File: src/rtl/transport_receive.sv
// Receive-side transport stage: parses framed packets from the send stage, verifies the
// XOR checksum and commits payload words into a FIFO only for verified packets.
module transport_receive #(
    parameter int unsigned DEPTH_LOG2 = 5
) (
    input  logic                  clk,
    input  logic                  reset,
    input  logic                  sending,
    input  logic [7:0]            packetIn,
    input  logic                  readData,
    output logic [1:0]            cmd,
    output logic                  cmdValid,
    output logic                  pktError,
    output logic [15:0]           data,
    output logic                  dataAvail,
    output logic [DEPTH_LOG2:0]   ready_data_count
);

    localparam int unsigned DEPTH = 1 << DEPTH_LOG2;
    localparam int unsigned PW    = DEPTH_LOG2 + 1;

    typedef enum logic [2:0] {
        S_IDLE,
        S_HI,
        S_LO,
        S_CHK,
        S_DRAIN
    } state_t;

    state_t          r_state;
    logic [15:0]     r_mem [DEPTH];
    logic [PW-1:0]   r_rptr;
    logic [PW-1:0]   r_wptr_c;
    logic [PW-1:0]   r_wptr_s;
    logic [3:0]      r_rem;
    logic [7:0]      r_csum;
    logic [7:0]      r_hi;
    logic            r_ovf;
    logic [1:0]      r_cmd_pend;
    logic [1:0]      r_cmd;
    logic            r_cmd_valid;
    logic            r_pkt_error;

    logic [PW-1:0]   w_count;
    logic [PW-1:0]   w_used_s;
    logic            w_avail;
    logic            w_space;
    logic            w_wr;
    logic [7:0]      w_csum_nxt;

    // Space is judged against committed plus speculative words, using the current read pointer.
    assign w_count    = r_wptr_c - r_rptr;
    assign w_used_s   = r_wptr_s - r_rptr;
    assign w_avail    = (w_count != '0);
    assign w_space    = (w_used_s < PW'(DEPTH));
    assign w_csum_nxt = r_csum ^ packetIn;
    assign w_wr       = reset && sending && (r_state == S_LO) && w_space;

    always_ff @(posedge clk) begin
        if (w_wr) begin
            r_mem[r_wptr_s[DEPTH_LOG2-1:0]] <= {r_hi, packetIn};
        end
    end

    always_ff @(posedge clk) begin
        if (!reset) begin
            r_state     <= S_IDLE;
            r_rptr      <= '0;
            r_wptr_c    <= '0;
            r_wptr_s    <= '0;
            r_rem       <= '0;
            r_csum      <= '0;
            r_hi        <= '0;
            r_ovf       <= 1'b0;
            r_cmd_pend  <= '0;
            r_cmd       <= '0;
            r_cmd_valid <= 1'b0;
            r_pkt_error <= 1'b0;
        end else begin
            r_cmd_valid <= 1'b0;
            r_pkt_error <= 1'b0;

            if (readData && w_avail) begin
                r_rptr <= r_rptr + PW'(1);
            end

            case (r_state)
                S_IDLE: begin
                    if (sending) begin
                        r_cmd_pend <= packetIn[7:6];
                        r_rem      <= packetIn[3:0];
                        r_csum     <= packetIn;
                        r_ovf      <= 1'b0;
                        r_wptr_s   <= r_wptr_c;
                        r_state    <= (packetIn[3:0] == 4'd0) ? S_CHK : S_HI;
                    end
                end
                S_HI: begin
                    if (!sending) begin
                        r_pkt_error <= 1'b1;
                        r_state     <= S_IDLE;
                    end else begin
                        r_hi    <= packetIn;
                        r_csum  <= w_csum_nxt;
                        r_state <= S_LO;
                    end
                end
                S_LO: begin
                    if (!sending) begin
                        r_pkt_error <= 1'b1;
                        r_state     <= S_IDLE;
                    end else begin
                        r_csum <= w_csum_nxt;
                        if (w_space) begin
                            r_wptr_s <= r_wptr_s + PW'(1);
                        end else begin
                            r_ovf <= 1'b1;
                        end
                        r_rem   <= r_rem - 4'd1;
                        r_state <= (r_rem == 4'd1) ? S_CHK : S_HI;
                    end
                end
                S_CHK: begin
                    if (!sending) begin
                        r_pkt_error <= 1'b1;
                        r_state     <= S_IDLE;
                    end else begin
                        if ((packetIn == r_csum) && !r_ovf) begin
                            r_wptr_c    <= r_wptr_s;
                            r_cmd       <= r_cmd_pend;
                            r_cmd_valid <= 1'b1;
                        end else begin
                            r_pkt_error <= 1'b1;
                        end
                        r_state <= S_DRAIN;
                    end
                end
                S_DRAIN: begin
                    if (!sending) begin
                        r_state <= S_IDLE;
                    end
                end
                default: r_state <= S_IDLE;
            endcase
        end
    end

    assign cmd              = r_cmd;
    assign cmdValid         = r_cmd_valid;
    assign pktError         = r_pkt_error;
    assign ready_data_count = w_count;
    assign dataAvail        = w_avail;
    assign data             = w_avail ? r_mem[r_rptr[DEPTH_LOG2-1:0]] : 16'h0000;

endmodule

File: config.mk
export PLATFORM = sky130hd
export DESIGN_NAME = transport_receive
export DESIGN_NICKNAME = d
export VERILOG_FILES = /design/src/rtl/transport_receive.sv
export SDC_FILE = /design/constraint.sdc
export NUM_CORES = 1
export LEC_CHECK = 0
export ABC_AREA = 1
export CORE_UTILIZATION = 60
export CTS_CLUSTER_DIAMETER = 80
export DETAILED_ROUTE_END_ITERATION = 8
export DONT_BUFFER_PORTS = 1
export PLACE_DENSITY = 0.88
export SLEW_MARGIN = 20
export SYNTH_ARGS = -nofsm -noshare
export SYNTH_HDL_FRONTEND = slang
export SYNTH_SLANG_ARGS = --single-unit
File: constraint.sdc
create_clock -name clk -period 3.52 [get_ports clk]
set_input_delay 0.704 -clock clk [delete_from_list [all_inputs] [get_ports clk]]
set_output_delay 0.704 -clock clk [all_outputs]
set_load 0.02 [all_outputs]
Word level (Yosys, flattened, before mapping)
Memory sizes are Yosys's and may differ from the RTL's. A register that Yosys moved wholly into a read port is not among the register bits.
Cells that the tools add are included.
Widths: inputs -> output; s select.

cells by class
  reduce and logical (&&, ||, !) cells = 21
  bitwise operators = 1
  $add $sub $neg = 5
  mux-type cells = 32
  equal/unequal tests = 12
  magnitude comparators = 1

operators by type and width
  operator             count
  $mux 6               3
  $mux 16              1
  $mux 8               2
  $pmux 8 s2           1
  $pmux 3 s5           1
  $add 6x1->6 const B  2
  $pmux 6 s2           1
  $reduce_and 3->1     4
  $sub 6x6->6          2
  $mux 5               2
  $ne 2x2->1 const B   5
  $mux 1               9
  $mux 3               3
  $eq 8x8->1           1
  $mux 2               4
  $mux 4               2
  $pmux 4 s2           1
  $reduce_and 4->1     2
  $xor 8x8->8          1
  $eq 3x2->1 const B   2
  $lt 6x6->1 const B   1
  $reduce_and 2->1     3
  $reduce_bool 6->1    1
  $logic_and 1x1->1    5
  11 further kinds     13

word-level totals
  memory bits (writable) = 512
  output and inout bits = 27
  input port bits = 12
  register bits = 48
  memories = 1

memories
  name   depth  width  read ports  clocked after Yosys merged registers in  write ports  line  text
  r_mem  32     16     1           1                                        1            31    logic [15:0] r_mem [DEPTH];

Longest topological paths before layout
  depth after elaboration = 5
  depth in mapped cells = 14
  mapped depth without buffers = 14

Least setup slack after synthesis
Ideal clock, no wire load.

  kind = reg2reg
  start = register r_rptr[2]
  end = memory r_mem[31][0] (enable)
  cell stages (with the launch flop) = 10
  slack = 0.336 ns
  buffers on the path = 0
  clock period less this slack = 3.184 ns
  required time = 3.090 ns
  arrival time = 2.754 ns
  setup time = 0.430 ns
  cell sequence = dfxtp_1 -> inv_1 -> ha_1 -> nand2_1 -> nand2_1 -> nand2_1 -> nand3_1 -> nand2_1 -> nand3_2 -> nor4_1

between the ends
  longest elaborated chain between the ends = 5

ends and longest elaborated chain
  what                          line  text
  start: declaration            32    logic [PW-1:0] r_rptr;
  start signal: assignment      84    r_rptr <= r_rptr + PW'(1);
  $sub 6x6->6                   53    assign w_used_s = r_wptr_s - r_rptr;
  $lt 6x6->1                    55    assign w_space = (w_used_s < PW'(DEPTH));
  $logic_and 1x1->1             57    assign w_wr = reset && sending && (r_state == S_LO) && w_space;
  $mux 1                        60    if (w_wr) begin
  $mux 1 (not written as such)  61    r_mem[r_wptr_s[DEPTH_LOG2-1:0]] <= {r_hi, packetIn};
  end: declaration              31

No other way between the ends.

Worst setup path after layout
  start = register r_rptr[2]
  end = output port data[14]

between the ends
  longest elaborated chain between the ends = 3

ends and longest elaborated chain
  what                           line  text
  $sub 6x6->6                    52    assign w_count = r_wptr_c - r_rptr;
  named net ready_data_count[2]  16    output logic [DEPTH_LOG2:0] ready_data_count
  $reduce_bool 6->1              54    assign w_avail = (w_count != '0);
  $mux 16                        153   assign data = w_avail ? r_mem[r_rptr[DEPTH_LOG2-1:0]] : 16'h0000;
  end: declaration               14    output logic [15:0] data,

The timed path passes the listed nets, and every way through them passes these cells.

==> impl_results.md <==
- Critical path type: register to output port
- Non-filler instance count after layout: 2,721
- HP Start: packetIn[3]
- Total Power: 15.9 mW
- Place WS: approximately 0.51 ns
- Fillers: between 2,000 and 3,000
- RR Startpoint: r_wptr_s[4]$_SDFFE_PN0P_
- Area post-placement: 24,400 um2
- Die height: approximately 200 um
- Number of max-cap violations: 0
- R2R Setup Slk: 0.85 ns
- GP Congestion: about 0.95
- FF-to-FF End: r_mem[13][10]$_DFFE_PP_
- Gr usage total: 30.5%
- # DRC: 0
- DR iter-0 viols: 2,731
- Share of layout cells above drive strength 1: 9.76%
- Final critical-path share of the clock period: 97.3%
- I/O Buffers: 0
- Final setup fails: 0
- Top FF cell, synth: edfxtp_1
- TritonRoute pass-1 iters: 8
- Tmin final: 3.43 ns
- Final instance area: 26,300 um2
- Least-Margin Pin Slew: 0.754 ns
- # H-tree levels: 2
- WHS: 0.208 ns
- Final HPWL DP: roughly 35,000 um
- CTS tree: built
- CP arrival: 2.72 ns
- Power share of the clock group: 35.3%
- Distinct cell type count after synthesis: 39
- Worst Hold Class: input pin to register
- Core Util, Final: 67.8%
- Clock Sinks: approximately 570
- Async set or reset register ratio after synthesis: 0%
- Initial antenna violation count: 3
- Vias in the first global route: 17,200
- Drt wl/cell: ~23 um
- Inserted Clock Buffers: 54
- Mapped Area: 23,700 um2
- Core area: 38,700 um2
- Setup TNS Final: 0 ns
- Largest net degree at the start of global routing: 139
- Placed cell count: ~2,600
- CTS root buf: clkbuf_16
- Synth Register Bits: 565
- Relative slew slack: 49.7%
- Fin nets: approximately 2,200
- Sw power: about 4.5 mW
- Routed vias/inst: 6.30
- Internal power: 11.4 mW
- Max Clk Rate: 292 MHz
- Max Root-Sink Buffers: 3
- Sw Share: 28.3%
- Number of synthesized flops with an enable pin: 512
- Die Area: just over 40,000 um2
- Antenna Nets Post-Route: 0
- Seq pwr share: between 40 and 50%
- Area Overhead vs Synth: 11.1%
- Slack of the critical path: around 0.093 ns
- Post-Syn Instances: 2,137
- Outcome: complete, no violations
- R2r worst-path depth: 9
- Worst EP required: between 2 and 3 ns
- CP startpoint kind: register
- Peak supply drop: 0.000404 V
- First-pass GRT wire length: 93,800 um
- # hold bufs at CTS: 0
- Skew final: 0.0290 ns
- Hold Path Sink: r_mem[22][3]$_DFFE_PP_
- Yosys Warn Count: 0
- Syn nets: 2,166
- Crit path capture type: output port
- Crit Path Max Fanout: 8
- Final Hold Viols: 0
- Routed WL: 61,800 um
- DR vias: 17,200
- Combinational fraction of design power: 18.2%
- Die Wd: 201 um
- Clock transition at the registers of the reported paths: 0.06 ns
- Worst skew pair latency: 0.60 ns
- Fin. max-slew vios: 0
- Post-synthesis sequential area ratio: approximately 69%
- Pleak: 9.73 nW
- Site Rows: 72
- Avg Inst Size Synth: 11.1 um2
- Total grt overflow: 0
- Power Density: between 600 and 700 nW/um2
- Starting Density: 61.1%
- # diodes: 0
- Num ports: 39
- Hold Crit Depth: 0
-- synthesized netlist by cell type, types with 2 or more instances --
library cell | instances | area (um2)
a211oi_1 | 2 | 15.0
a21oi_1 | 47 | 235
a22oi_1 | 2 | 15.0
buf_1 | 19 | 71.3
buf_2 | 44 | 220
buf_4 | 32 | 240
buf_6 | 3 | 33.8
clkbuf_1 | 20 | 75.1
dfxtp_1 | 53 | 1060
edfxtp_1 | 512 | 15400
ha_1 | 16 | 200
inv_1 | 56 | 210
inv_2 | 10 | 37.5
nand2_1 | 661 | 2480
nand2_2 | 8 | 50.1
nand2_4 | 2 | 22.5
nand3_1 | 474 | 2370
nand3_2 | 4 | 40.0
nand4_1 | 3 | 18.8
nor2_1 | 97 | 364
nor2_2 | 3 | 18.8
nor2_4 | 5 | 56.3
nor3_1 | 7 | 35.0
nor4_1 | 3 | 18.8
o211ai_1 | 2 | 15.0
o21ai_0 | 28 | 140
o21ai_1 | 2 | 10.0
xnor2_1 | 6 | 52.6
xor2_1 | 6 | 52.6
-- sequential cells by signal, indices dropped and copies added, names as in the netlist, 2 cells and up, named ones only --
| register | cells |
|---|---|
| r_mem | 512 |
| r_csum | 8 |
| r_hi | 8 |
| r_rptr | 6 |
| r_wptr_c | 6 |
| r_wptr_s | 6 |
| r_rem | 4 |
| r_state | 3 |
| cmd | 2 |
| r_cmd_pend | 2 |
-- how the worst max path moves through the flow --
stage,from,endpoint,slack (ns),cells past startpoint
detailed placement,r_rptr[0]$_SDFFE_PN0P_,data[15],0.51,12
global placement,r_rptr[0]$_SDFFE_PN0P_,data[15],0.55,12
global route,r_rptr[2]$_SDFFE_PN0P_,data[4],-0.02,13
finish,r_rptr[2]$_SDFFE_PN0P_,data[14],0.09,13
floorplan,r_rptr[2]$_SDFFE_PN0P_,r_mem[31][0]$_DFFE_PP_,0.34,9
CTS,r_rptr[0]$_SDFFE_PN0P_,data[14],0.03,12
-- per-layer routing --
metal	GRT usage [%]	share of wire, %	up-vias	routed length [um]
met5	0	0.021	-	13
met4	17.7	5.5	2	3430
met2	48.9	47	1339	29200
met1	37.9	34	8056	20900
met3	7.71	13	277	8280
li1	-	-	7479	-
-- layout make-up --
cell class                 instances  area, um2  area share [%]
clock buffer                      70       1410            5.37
clock inverter                    30        288            1.10
inverter                          66        258           0.981
multi-input combinational       1388       6410            24.4
sequential                       565      16400            62.6
tap                              518        648            2.47
timing repair buffer              84        810            3.08
-- critical path, cell delays in order (launching register included) --
cell	delay, ns
dfxtp_1	0.41
inv_1	0.13
ha_2	0.42
inv_2	0.04
nand2_1	0.09
nand2_4	0.09
nor2_2	0.12
nand3_2	0.09
nor2_4	0.19
buf_12	0.16
nand2_8	0.10
nand2_1	0.11
nor2_1	0.05
buf_4	0.15
-- power by group through the flow --
stage	sequential [mW]	combinational [mW]	clock, mW
final	7.41	2.89	5.61
after global routing	7.42	3.09	5.89
after CTS	7.41	2.66	5.64
after detailed placement	7.55	2.54	0
after global placement	7.55	2.42	0
after floorplan	7.53	1.84	0
-- kinds of logic after synthesis --
group / Yosys count / share of synthesized area (%)
buffers and inverters: 186 / 3.88
xor gates and xnor gates: 12 / 0.444
and+or+nand+nor: 1270 / 23.3
adders and majority gates: 17 / 0.931
DFF: 565 / 69.5
AOI/OAI and AO/OA: 87 / 1.95
-- repair_timing --
item / CTS / global route
pin swaps: 2 / 6
cloned: 1 / 1
setup endpoints to repair: 1 / 17
gates resized for setup: 4 / 19
setup buffers: 1 / 3
-- cell usage in the layout (no fill, tap or decap), types with 14 or more instances in the layout --
| master | n |
|---|---|
| buf_4 | 69 |
| edfxtp_1 | 512 |
| a21oi_1 | 46 |
| clkbuf_1 | 16 |
| dfxtp_1 | 46 |
| nand3_1 | 472 |
| buf_12 | 14 |
| o21ai_0 | 28 |
| inv_1 | 55 |
| nor2_1 | 95 |
| ha_1 | 14 |
| nand2_1 | 657 |
| clkbuf_16 | 54 |
Power figures use the tool's default switching activity.
==> edit: new RTL, same settings <==
`DEPTH_LOG2`: 5 -> 3.
--- a/src/rtl/transport_receive.sv
+++ b/src/rtl/transport_receive.sv
@@ -2,5 +2,5 @@
 // XOR checksum and commits payload words into a FIFO only for verified packets.
 module transport_receive #(
-    parameter int unsigned DEPTH_LOG2 = 5
+    parameter int unsigned DEPTH_LOG2 = 3
 ) (
     input  logic                  clk,
Interface: changed (resized ready_data_count); port bits go from 39 to 37. No check against the original RTL was run, so the function may have changed too.
==> edit against the unedited design <==
- first-iteration DRC count fell by 82%
- worst setup slack got worse by 0.027 ns
- wire length fell by 73%
- global-route usage fell by 3.3 points
- die area fell by 67%
- sequential cell count fell by 392
- combinational power fell by 70%
- cell area fell by 67%
- synthesized area fell by 67%
- power fell by 67%
- sequential share of layout area fell by 7.6 points
- largest cell class unchanged
- largest power group unchanged
==> edit: results (changes against the unedited design) <==
stage	metric	value	unit	change
worst_setup_path	r2r-start	r_wptr_s[2]		
hold_path	hold_start	packetIn[1]		
worst_setup_path	worstPathMaxFanout	16		+8
drt	vias_per_cell	5.82		-7.7%
cts	clkLatencyLatePin	0.43	ns	-0.17 ns
cts	clockBufferDepth	2		-1
global_routing	grt_antenna_before_repair	0		-3
global_routing	grt_use_met1	31.1	%	-6.9 points
hold_path	holdPathEnd	r_mem[4][1]		
worst_setup_path	r2r_cells	9		unchanged
worst_setup_path	worst_path_max_delay_cell	fa_1		
global_routing	grt_max_degree	65		-53%
synth	synth_edf_count	128		-75%
sta	holdWs	0.371	ns	+0.163 ns
status	outcome	completed		
power_and_ir_drop	power_leakage	3.17	nW	-67%
synth	synth_cell_type_count	41		+5.1%
drt	highest_layer	met4		
global_routing	grt_use_met2	46.8	%	-2.1 points
final_layout	layout.nets	732		-67%
sta	setup_viol	0		unchanged
worst_setup_path	r2r-end	r_mem[1][9]		
cts	numCtsBuffers	17		-69%
worst_setup_path	max_stage_delay	0.57	ns	+0.15 ns
drt	wl_met3	1270	um	-85%
drt	wl_met1	6450	um	-69%
global_routing	gr-usage-met3	6.90	%	-0.81 points
global_routing	grt_pass1_wl	26500	um	-72%
cts	post_cts_buffers	0		-1
synth	yosysSeqAreaShare	61.1	%	-8.4 points
placed_design	io_buffers	0		unchanged
placed_design	pre_cts_ws	0.327	ns	-0.181 ns
sta	tightest_slew	0.703	ns	-0.0514 ns
synth	synth_flop_cell	edfxtp_1		
drt	drt-initial-drc-count	499		-82%
synth	synth_top_cells_by_area	edfxtp_1 50%, dfxtp_1 12%, nand2_1 7.7%		
synth	yosysWarningCount	0		unchanged
power_and_ir_drop	p_seq	0.00227	W	-69%
final_layout	diodes	0		unchanged
drt	first_pass_iters	5		-3
worst_setup_path	worstPathArrival	2.75	ns	+0.03 ns
sta	skew	0.00814	ns	-0.0209 ns
cts	h-tree-depth	4		+2
global_routing	grt_pass1_vias	5310		-69%
drt	routed_wl	16800	um	-73%
global_routing	grt_util_all_layers	27.2	%	-3.3 points
synth	synthTopCellsByCount	159 x nand2_1, 128 x edfxtp_1, 56 x nor2_1, 46 x o21ai_0, 45 x dfxtp_1		
hold_path	hold_class	primary input to register		
final_layout	fillers	869		-66%
worst_setup_path	cp_top_family	simple AND/OR/NAND/NOR gates		
power_and_ir_drop	switching_power	0.00140	W	-69%
placed_design	place_congestion	0.856		-9.5%
power_and_ir_drop	worst_ir_drop_vdd	0.328	mV	-19%
placed_design	place_area	7930	um2	-68%
worst_setup_path	r2r_slack	0.93	ns	+0.08 ns
drt	dr_wl_met2	8490	um	-71%
final_layout	largest_reg_flops	128		-75%
final_layout	layout-drive-gt1-share	15.8	%	+6.0 points
placed_design	place_hpwl	10100	um	-71%
power_and_ir_drop	comb-power	0.000863	W	-70%
edit: cell count changes in the layout (fill, tap and decap cells not counted), moves of 13 or more:
cell,unedited run,this run
nand2_1,657,159
nand3_1,472,14
edfxtp_1,512,128
buf_4,69,11
nor2_1,95,56
clkbuf_16,54,17
mux2_2,0,32
mux2i_1,0,32
o21ai_0,28,46
clkbuf_1,16,0
buf_12,14,1
edit: worst max path at each step:
stage / end / slack [ns] / depth (start not counted) / startpoint
2_1_floorplan: data[10] / 0.63 / 9 / r_rptr[0]
3_3_place_gp: data[13] / 0.51 / 8 / r_rptr[0]
3_5_place_dp: data[15] / 0.33 / 8 / r_rptr[0]
4_1_cts: data[15] / 0.02 / 8 / r_rptr[0]
5_1_grt: data[9] / -0.02 / 8 / r_rptr[0]
6_report: data[13] / 0.07 / 8 / r_rptr[0]
edit: cells by family after synthesis:
family / Yosys count / synth area share [%]
DFF: 173 / 61.1
muxes: 64 / 8.77
adders and majority gates: 10 / 1.71
xor gates and xnor gates: 10 / 1.13
and+or+nand+nor: 271 / 15.9
buffers and inverters: 77 / 4.64
AOI/OAI and AO/OA: 99 / 6.74
edit: timing repair:
item,4_1_cts,5_1_grt
setup endpoints to repair,16,16
cloned,0,0
gates resized for setup,2,1
pin swaps,0,0
edit: area by class of cell:
class | count | area [um2] | share of cell area (%)
Multi-Input combinational cell | 454 | 2670 | 30.9
Clock inverter | 15 | 267 | 3.09
Sequential cell | 173 | 4750 | 55.0
Tap cell | 172 | 215 | 2.49
Timing Repair Buffer | 12 | 103 | 1.19
Inverter | 52 | 205 | 2.38
Clock buffer | 17 | 425 | 4.93
edit: metrics by stage:
step	total power, W	std cells
2_1_floorplan	0.00302	704
3_3_place_gp	0.00311	863
3_5_place_dp	0.00315	863
4_1_cts	0.00531	895
5_1_grt	0.00548	895
6_report	0.00530	895
